[src/rtl/rpn_pkg.sv]
// Shared types and defaults for the RPN command issuer and its depth tracker.
// Optional feature macro used by the issuer: RPN_DEPTH_CHECK_EN.
package rpn_pkg;

    localparam int RPN_DATA_W    = 8;
    localparam int RPN_OP_W      = 3;
    localparam int RPN_MAX_DEPTH = 8;

    typedef enum logic [2:0] {
        OP_PUSH    = 3'd0,
        OP_POP     = 3'd1,
        OP_ADD     = 3'd2,
        OP_MUL     = 3'd3,
        OP_SUB     = 3'd4,
        OP_DIV     = 3'd5,
        OP_MOD     = 3'd6,
        OP_ILLEGAL = 3'd7
    } rpn_op_e;

    typedef enum logic [1:0] {
        ERR_OK      = 2'd0,
        ERR_CALC    = 2'd1,
        ERR_ILLEGAL = 2'd2,
        ERR_DEPTH   = 2'd3
    } rpn_err_e;

    typedef enum logic [2:0] {
        ST_IDLE   = 3'd0,
        ST_ISSUE  = 3'd1,
        ST_WAIT   = 3'd2,
        ST_DRAIN  = 3'd3,
        ST_RESULT = 3'd4,
        ST_FLUSH  = 3'd5
    } rpn_state_e;

endpackage

[src/rtl/rpn_depth_tracker.sv]
// Shadow copy of the calculator stack depth; flags tokens that would under/overflow it.
module rpn_depth_tracker
    import rpn_pkg::*;
#(
    parameter int OP_W      = RPN_OP_W,
    parameter int MAX_DEPTH = RPN_MAX_DEPTH
) (
    input  logic            clk,
    input  logic            rst,
    input  logic [OP_W-1:0] op,
    input  logic            commit,
    input  logic            clr,
    output logic            ok
);

    localparam int CNT_W = $clog2(MAX_DEPTH + 1);

    logic [CNT_W-1:0] depth_reg;
    logic [CNT_W-1:0] depth_next;

    always_comb begin
        ok = 1'b1;
        case (op)
            OP_W'(OP_PUSH):    ok = (depth_reg < CNT_W'(MAX_DEPTH));
            OP_W'(OP_POP):     ok = (depth_reg >= CNT_W'(1));
            OP_W'(OP_ILLEGAL): ok = 1'b1;
            default:           ok = (depth_reg >= CNT_W'(2));
        endcase
    end

    // Binary ops consume two entries and push one back: net -1, same as pop.
    always_comb begin
        depth_next = depth_reg;
        if (clr) begin
            depth_next = '0;
        end else if (commit && ok) begin
            case (op)
                OP_W'(OP_PUSH):    depth_next = depth_reg + CNT_W'(1);
                OP_W'(OP_ILLEGAL): depth_next = depth_reg;
                default:           depth_next = depth_reg - CNT_W'(1);
            endcase
        end
    end

    always_ff @(posedge clk or negedge rst) begin
        if (!rst) begin
            depth_reg <= '0;
        end else begin
            depth_reg <= depth_next;
        end
    end

endmodule

[src/rtl/rpn_cmd_issuer.sv]
// Sequences an RPN token stream into one calculator command per token and returns one result per expression.
// Optional shadow depth checking is enabled by defining RPN_DEPTH_CHECK_EN.
module rpn_cmd_issuer
    import rpn_pkg::*;
#(
    parameter int DATA_W    = RPN_DATA_W,
    parameter int OP_W      = RPN_OP_W,
    parameter int MAX_DEPTH = RPN_MAX_DEPTH
) (
    input  logic              clk,
    input  logic              rst,
    input  logic              tok_valid,
    output logic              tok_ready,
    input  logic [OP_W-1:0]   tok_op,
    input  logic [DATA_W-1:0] tok_data,
    input  logic              tok_last,
    output logic [DATA_W-1:0] calc_in,
    output logic [OP_W-1:0]   calc_op,
    output logic              calc_apply,
    output logic              calc_rst,
    input  logic [DATA_W-1:0] calc_tail,
    input  logic              calc_empty,
    input  logic              calc_valid,
    output logic              res_valid,
    input  logic              res_ready,
    output logic [DATA_W-1:0] res_data,
    output logic [1:0]        res_err,
    output logic [7:0]        res_cnt
);

    localparam logic [2:0] S_IDLE   = ST_IDLE;
    localparam logic [2:0] S_ISSUE  = ST_ISSUE;
    localparam logic [2:0] S_WAIT   = ST_WAIT;
    localparam logic [2:0] S_DRAIN  = ST_DRAIN;
    localparam logic [2:0] S_RESULT = ST_RESULT;
    localparam logic [2:0] S_FLUSH  = ST_FLUSH;

    logic [2:0]        state_reg, state_next;
    logic              last_reg;
    logic [DATA_W-1:0] calc_in_reg;
    logic [OP_W-1:0]   calc_op_reg;
    logic [DATA_W-1:0] res_data_reg, res_data_next;
    logic [1:0]        res_err_reg, res_err_next;
    logic [7:0]        res_cnt_reg, res_cnt_next;
    logic              tok_ready_reg;
    logic              calc_apply_reg;
    logic              calc_rst_reg;
    logic              res_valid_reg;
    logic              accept;
    logic              issue;
    logic              depth_ok;

    assign accept = tok_valid & tok_ready_reg;

`ifdef RPN_DEPTH_CHECK_EN
    rpn_depth_tracker #(
        .OP_W      (OP_W),
        .MAX_DEPTH (MAX_DEPTH)
    ) u_depth (
        .clk    (clk),
        .rst    (rst),
        .op     (tok_op),
        .commit (issue),
        .clr    (state_reg == S_FLUSH),
        .ok     (depth_ok)
    );
`else
    // A zero-capacity configuration can never accept a command.
    assign depth_ok = (MAX_DEPTH > 0);
`endif

    always_comb begin
        state_next    = state_reg;
        res_data_next = res_data_reg;
        res_err_next  = res_err_reg;
        res_cnt_next  = res_cnt_reg;
        issue         = 1'b0;

        if (accept && (res_cnt_reg != 8'hFF)) begin
            res_cnt_next = res_cnt_reg + 8'd1;
        end

        case (state_reg)
            S_IDLE: begin
                if (accept) begin
                    if (tok_op == OP_W'(OP_ILLEGAL)) begin
                        res_err_next = ERR_ILLEGAL;
                        state_next   = tok_last ? S_RESULT : S_DRAIN;
                    end else if (!depth_ok) begin
                        res_err_next = ERR_DEPTH;
                        state_next   = tok_last ? S_RESULT : S_DRAIN;
                    end else begin
                        issue      = 1'b1;
                        state_next = S_ISSUE;
                    end
                end
            end
            S_ISSUE: begin
                state_next = S_WAIT;
            end
            // The calculator registered the command on the edge that ended ISSUE.
            S_WAIT: begin
                if (!calc_valid) begin
                    res_err_next = ERR_CALC;
                    state_next   = last_reg ? S_RESULT : S_DRAIN;
                end else if (last_reg) begin
                    if (calc_empty) begin
                        res_err_next = ERR_CALC;
                    end else begin
                        res_data_next = calc_tail;
                        res_err_next  = ERR_OK;
                    end
                    state_next = S_RESULT;
                end else begin
                    state_next = S_IDLE;
                end
            end
            S_DRAIN: begin
                if (accept && tok_last) begin
                    state_next = S_RESULT;
                end
            end
            S_RESULT: begin
                if (res_ready) begin
                    res_data_next = '0;
                    res_err_next  = ERR_OK;
                    res_cnt_next  = '0;
                    state_next    = S_FLUSH;
                end
            end
            S_FLUSH: begin
                state_next = S_IDLE;
            end
            default: begin
                state_next = S_IDLE;
            end
        endcase
    end

    // Handshake/strobe outputs are registered from the next state so they are glitch-free.
    always_ff @(posedge clk or negedge rst) begin
        if (!rst) begin
            state_reg      <= S_IDLE;
            last_reg       <= 1'b0;
            calc_in_reg    <= '0;
            calc_op_reg    <= '0;
            res_data_reg   <= '0;
            res_err_reg    <= ERR_OK;
            res_cnt_reg    <= '0;
            tok_ready_reg  <= 1'b0;
            calc_apply_reg <= 1'b0;
            calc_rst_reg   <= 1'b1;
            res_valid_reg  <= 1'b0;
        end else begin
            state_reg      <= state_next;
            res_data_reg   <= res_data_next;
            res_err_reg    <= res_err_next;
            res_cnt_reg    <= res_cnt_next;
            tok_ready_reg  <= (state_next == S_IDLE) || (state_next == S_DRAIN);
            calc_apply_reg <= (state_next == S_ISSUE);
            calc_rst_reg   <= (state_next == S_FLUSH);
            res_valid_reg  <= (state_next == S_RESULT);
            if (accept) begin
                last_reg <= tok_last;
            end
            if (issue) begin
                calc_in_reg <= tok_data;
                calc_op_reg <= tok_op;
            end
        end
    end

    assign tok_ready  = tok_ready_reg;
    assign calc_in    = calc_in_reg;
    assign calc_op    = calc_op_reg;
    assign calc_apply = calc_apply_reg;
    assign calc_rst   = calc_rst_reg;
    assign res_valid  = res_valid_reg;
    assign res_data   = res_data_reg;
    assign res_err    = res_err_reg;
    assign res_cnt    = res_cnt_reg;

endmodule

[config.mk]
export PLATFORM = sky130hd
export DESIGN_NAME = rpn_cmd_issuer
export DESIGN_NICKNAME = d
export VERILOG_FILES = /design/src/rtl/rpn_pkg.sv /design/src/rtl/rpn_depth_tracker.sv /design/src/rtl/rpn_cmd_issuer.sv
export SDC_FILE = /design/constraint.sdc
export NUM_CORES = 1
export LEC_CHECK = 0
export ABC_CLOCK_PERIOD_IN_PS = 3100
export CELL_PAD_IN_SITES_DETAIL_PLACEMENT = 0
export CELL_PAD_IN_SITES_GLOBAL_PLACEMENT = 1
export CORE_ASPECT_RATIO = 1.4
export CORE_MARGIN = 2
export CORE_UTILIZATION = 37
export DETAILED_ROUTE_END_ITERATION = 7
export PLACE_DENSITY_LB_ADDON = 0.1
export SKIP_CTS_REPAIR_TIMING = 1
export SYNTH_ARGS = -nofsm -noshare
export SYNTH_HDL_FRONTEND = slang
export SYNTH_SLANG_ARGS = --single-unit
[constraint.sdc]
create_clock -name clk -period 3.1 [get_ports clk]
set_input_delay 0.465 -clock clk [delete_from_list [all_inputs] [get_ports clk]]
set_output_delay 0.465 -clock clk [all_outputs]
set_load 0.01 [all_outputs]
==> results.py <==
metrics = {
    "power": {
        "p_leak_nw": 1.010,
        "vdd_drop_max_v": 0.0004804,
        "power_density_nw_per_um2": 924.3,
        "power.total_mw": 2.244,
    },
    "finish": {
        "layout-drive-gt1-share_pct": 14.02,
        "fin_util_pct": 53.95,
        "diodes": 0,
        "area_growth_pct": 41.19,
        "nets": 240,
    },
    "synth": {
        "ys_warn_count": 0,
        "ys_seq_area_share_pct": 53.93,
        "netlist_top_cells_area": "dfrtp_1 52%, mux2_4 6.1%, nand2_1 5.9%",
        "synth_area_leader_cell": "dfrtp_1",
        "netlist.area_leader.share_pct": 52.40,
        "synthFlopType": "dfrtp_1",
        "ys_types": 42,
        "netlist_area_um2": 1719,
        "synth-edff-count": 0,
        "avgSynthCellArea_um2": 11.31,
        "syn_inst": 152,
        "syn_nets": 179,
        "async_flop_share_pct": 100.0,
        "ys_ff_latch": 37,
    },
    "worst_setup_path": {
        "critPathKind": "input pin to register",
        "worstPathCellList": "clkdlybuf4s50_1 -> nand2_1 -> or3_4 -> clkinv_8 -> a221oi_2 -> nor3_4 -> buf_4 -> mux2_2",
        "max_stage_delay_ns": 0.48,
        "worstPathMaxFanout": 12,
        "start_kind": "input pin",
        "cp_data_required_time_ns": 3.27,
        "r2r_slack_ns": 1.00,
        "timing.rr.end": "calc_in[0]",
        "crit_slowest_cell": "clkdlybuf4s50_1",
        "critPathCaptureType": "register",
        "arrival_ns": 2.35,
        "rr_startpoint": "state_reg[2]",
        "worstRegToRegCells": 7,
    },
    "global_route": {
        "grt_util_met2_pct": 26.60,
        "grt_max_degree": 38,
        "met1_usage_pct": 20.74,
        "grt_util_met3_pct": 4.777,
        "antenna_found_initial": 0,
        "grt_pass1_vias": 1342,
        "busiest_layer": "met2",
        "grt_pass1_wl_um": 6423,
        "gr-usage-all-layers_pct": 16.55,
        "grt_overflow": 0,
    },
    "clocking": {
        "clkSinkCount": 37,
        "path_clk_slew_ns": 0.07,
        "htreeDepth": 2,
        "root_buffer": "clkbuf_8",
        "insertion_delay_ns": 0.28,
        "numCtsBuffers": 5,
        "clk_path_buf_depth": 2,
        "cts_tree": "built",
    },
    "sta": {
        "max_freq_mhz": 458.8,
        "rsz0062_at_grt": "no",
        "hold_viol_final": 0,
        "period_share_pct": 70.30,
        "setup_viol": 0,
        "tns_ns": 0,
        "finalCriticalPeriod_ns": 2.179,
        "worst_slew_pin_slew_ns": 0.8221,
        "holdWs_ns": 0.2721,
        "fin_worst_skew_ns": 0.003916,
        "max_slew_margin_pct": 45.20,
        "drv_slew": 0,
    },
    "job": {
        "max_cap_viol_count": 0,
    },
    "die": {
        "core_um2": 4499,
        "die_x_um": 61.61,
        "dieHeight_um": 84.66,
        "num_rows": 29,
        "start_util_pct": 38.21,
        "fp.dieArea_um2": 5216,
        "boundaryPins": 59,
    },
    "drt": {
        "drt-initial-drc-count": 90,
        "vias": 1364,
        "drtPass1Iterations": 4,
        "vias_per_cell": 4.942,
        "wire_per_inst_um": 14.51,
        "drtAntennaViolNets": 0,
        "drc": 0,
        "routed_wl_um": 4005,
    },
    "placed_design": {
        "hpwl_um": 2919,
        "place_congestion": 0.8124,
        "portBuffers": 58,
    },
    "run_status": {
        "status": "completed",
    },
    "hold_path": {
        "hold_path.class": "input pin to async pin",
    },
}
-- logic make-up after synthesis --
logic type / share of synthesized area [%]
adder cells (fa/ha/maj): 0.7277
XOR/XNOR: 2.547
AND/OR/NAND/NOR: 21.40
multiplexers: 8.006
flip-flops: 53.93
AO/OA/AOI/OAI: 9.461
buffers and inverters: 3.930
-- cells in the final DEF, fill, tap and decap left out, drive strengths merged, types with 2 or more instances in the layout --
master         synthesis  layout
clkdlybuf4s50          0      57
dfrtp                 36      36
nand2                 27      27
nor2                  10      10
o21ai                 10      10
mux2                   9       9
clkbuf                 1       6
nand3                  5       5
nand4                  4       4
xor2                   4       4
nor3                   4       4
and3                   3       3
nor2b                  3       3
or3                    3       3
buf                    5       3
a31oi                  2       2
o211ai                 2       2
a21oi                  2       2
o22a                   2       2
o41ai                  2       2
clkinvlp               0       2
-- Yosys cell counts (3+ instances only) --
library cell,number
nand2_1,27
nor2_1,10
nor2b_1,3
mux2_4,7
and3_1,3
buf_6,3
nor3_1,3
nand3_1,5
nand4_1,4
o21ai_0,9
xor2_1,4
dfrtp_1,36
-- how the worst max path moves through the flow --
stage,startpoint,end,slack (ns),cells after the start
after global placement,res_ready,calc_in[1],0.63,8
final,res_ready,calc_in[0],0.92,8
after floorplan,state_reg[0],calc_in[2],1.18,8
after global routing,res_ready,calc_in[0],0.82,8
after detailed placement,res_ready,calc_in[0],0.60,8
after CTS,res_ready,calc_in[0],0.91,8
-- critical path, delay by kind of cell --
family                 cells  cell delay (ns)
buffers and inverters      3             0.82
AND/OR/NAND/NOR            3             0.64
multiplexers               1             0.36
AO/OA/AOI/OAI              1             0.06
-- per-stage QoR --
step	std cells	setup WS, ns	area (um^2)
CTS	276	0.9060	2427
global route	276	0.8240	2427
finish	276	0.9206	2427
global placement	268	0.6297	2340
floorplan	152	1.177	1719
detailed placement	268	0.6029	2340
-- metal layers --
metal	wire, um	up-vias
met5	0	-
met4	30	0
met3	232	2
met2	2085	44
met1	1657	662
li1	-	656
-- area by class of cell --
type / count / area, um^2
timing repair buffer: 60 / 590.6
fill: 438 / 2072
inverter: 2 / 20.02
sequential: 37 / 927.1
multi-input combinational: 107 / 724.4
tap: 62 / 77.57
clock buffer: 6 / 72.57
clock inverter: 2 / 15.01
-- power by group --
| group | total [mW] | switching (mW) | internal [mW] |
|---|---|---|---|
| Sequential | 0.870 | 0.179 | 0.691 |
| Combinational | 1.05 | 0.437 | 0.613 |
| Clock | 0.325 | 0.166 | 0.158 |
| Total | 2.24 | 0.782 | 1.46 |
No activity file was read; power rests on OpenSTA's default activity.
==> edit (same flow settings) <==
Take the reset off `res_data_reg` and load it in a clocked block of its own.
--- a/src/rtl/rpn_cmd_issuer.sv
+++ b/src/rtl/rpn_cmd_issuer.sv
@@ -144,7 +144,6 @@
             last_reg       <= 1'b0;
             calc_in_reg    <= '0;
             calc_op_reg    <= '0;
-            res_data_reg   <= '0;
             res_err_reg    <= ERR_OK;
             res_cnt_reg    <= '0;
             tok_ready_reg  <= 1'b0;
@@ -153,7 +152,6 @@
             res_valid_reg  <= 1'b0;
         end else begin
             state_reg      <= state_next;
-            res_data_reg   <= res_data_next;
             res_err_reg    <= res_err_next;
             res_cnt_reg    <= res_cnt_next;
             tok_ready_reg  <= (state_next == S_IDLE) || (state_next == S_DRAIN);
@@ -170,6 +168,10 @@
         end
     end
 
+    always_ff @(posedge clk) begin
+        res_data_reg <= res_data_next;
+    end
+
     assign tok_ready  = tok_ready_reg;
     assign calc_in    = calc_in_reg;
     assign calc_op    = calc_op_reg;
Formal check against the unedited RTL: differs if rst is asserted again (counterexample within 10 cycles, from zero or initial values and one cycle with rst low); with rst held inactive, the same outputs for 10 cycles.
==> edit against the unedited design <==
Power down 0.30%; cell area increased by 1.1%; via count decreased by 5.4%; largest power group unchanged; combinational power fell by 10%; worst setup slack worse by 0.11 ns; wire length decreased by 3.8%; sequential share of layout area rose by 1.2 points; critical path type unchanged; synthesized area shrank 0.80%; sequential cell count is the same.
==> edit: results (changes against the unedited design) <==
| Metric | Value |
|---|---|
| Largest net degree at the start of global routing | `30 (-21%)` |
| Antenna violations before repair | `0 (unchanged)` |
| WL/cell | `14.7 um (+1.4%)` |
| Clock buffers | `6 (unchanged)` |
| Top delay family on crit path | `buffers and inverters` |
| Instance count of the mapped netlist | `137 (-9.9%)` |
| Tot GR Track Use | `16.2% (-0.39 points)` |
| Leak pwr | `0.998 nW (-1.2%)` |
| GR met3 Demand/Resource | `4.47% (-0.31 points)` |
| Pint | `0.00151 W (+3.2%)` |
| Final WL | `3850 um (-3.8%)` |
| Sequential cell count | `37 (unchanged)` |
| Sw frac | `32.5% (-2.3 points)` |
| Synth Area in Adders | `0.734% (+0.0059 points)` |
| Sequential cell area share | `39.4% (+1.2 points)` |
| Final clock-cell share | `5.40% (+1.8 points)` |
| Worst vdd ir | `0.558 mV (+16%)` |
| Routability cong. | `0.728 (-10%)` |
| Layout Nets | `226 (-5.8%)` |
| Met3 WL | `255 um (+9.9%)` |
| Seq pwr share | `37.0% (-1.8 points)` |
| Global-route wire length before repair | `6180 um (-3.9%)` |
| Relative slew slack | `54.6% (+9.4 points)` |
| Yosys cell types | `43 (+2.4%)` |
| Flop2flop setup slack | `0.89 ns (-0.11 ns)` |
| Placed cells | `254 (-5.2%)` |
| RR Endpoint | `calc_in[1]` |
| DR iter-0 viols | `20 (-78%)` |
| R2R cell count | `6 (-1)` |
| Fill count | `436 (-0.46%)` |
| Signal buffers share of area | `24.3% (-0.069 points)` |
| Post-synthesis mux area share | `8.44% (+0.43 points)` |
| Met2 usage | `26.7% (+0.090 points)` |
| Area contributors post-synth | `dfrtp_1 (41%), edfxtp_1 (14%), mux2_4 (5.3%), nor2b_1 (4.0%), buf_6 (3.3%)` |
| Area of the multi-input gates | `674 um2 (-6.9%)` |
| Status | `complete, no violations` |
| Vias in the first global route | `1298 (-3.3%)` |
| Synth Area in Compound Gates | `8.80% (-0.66 points)` |
| Critical path arrival | `2.46 ns (+0.11 ns)` |
| Syn nets | `164 (-8.4%)` |
| Combinational power share | `42.0% (-4.8 points)` |
| Sequential area share after synthesis | `56.7% (+2.8 points)` |
| HPWL after DPL | `2850 um (-2.4%)` |
| CP peak stage delay | `0.44 ns (-0.04 ns)` |
| Worst Hold Class | `reg -> reg` |
| FF-to-FF Start | `state_reg[0]` |
| Multi-input gates | `93 (-13%)` |
| Final worst clock skew | `0.00371 ns (-0.000204 ns)` |
| Met1 usage | `19.4% (-1.4 points)` |
| Detail Route met2 WL | `2010 um (-3.7%)` |
| Most frequent cells after synthesis | `dfrtp_1 (28), nor2_1 (13), nor2b_1 (11)` |
| Layout cells sized above 1 | `14.0% (-0.019 points)` |
| Met1 wire length | `1530 um (-7.9%)` |
| Via/cell ratio | `4.92 (-0.37%)` |
| EDFF count, synth | `8 (+8)` |
| CP startpoint | `tok_valid` |
| Asr flop ratio synth | `78.4% (-22 points)` |
edit: metrics by stage:
| stage | setup WS, ns | utilization (%) | hold WS, ns | instance area (um2) |
|---|---|---|---|---|
| 3_3_place_gp | 0.611 | 51.6 | 0.470 | 2320 |
| 3_5_place_dp | 0.500 | 51.6 | 0.481 | 2320 |
| 2_1_floorplan | 1.15 | - | 0.169 | 1710 |
| 5_1_grt | 0.733 | 54.6 | 0.528 | 2450 |
| 6_report | 0.812 | 54.6 | 0.492 | 2450 |
| 4_1_cts | 0.813 | 54.6 | 0.496 | 2450 |
edit: worst max-delay path by stage:
| stage | slack (ns) | to |
|---|---|---|
| after floorplan | 1.15 | calc_in[2] |
| after detailed placement | 0.50 | calc_in[1] |
| final | 0.81 | calc_in[1] |
| after CTS | 0.81 | calc_in[1] |
| after global placement | 0.61 | calc_in[0] |
| after global routing | 0.73 | calc_in[0] |
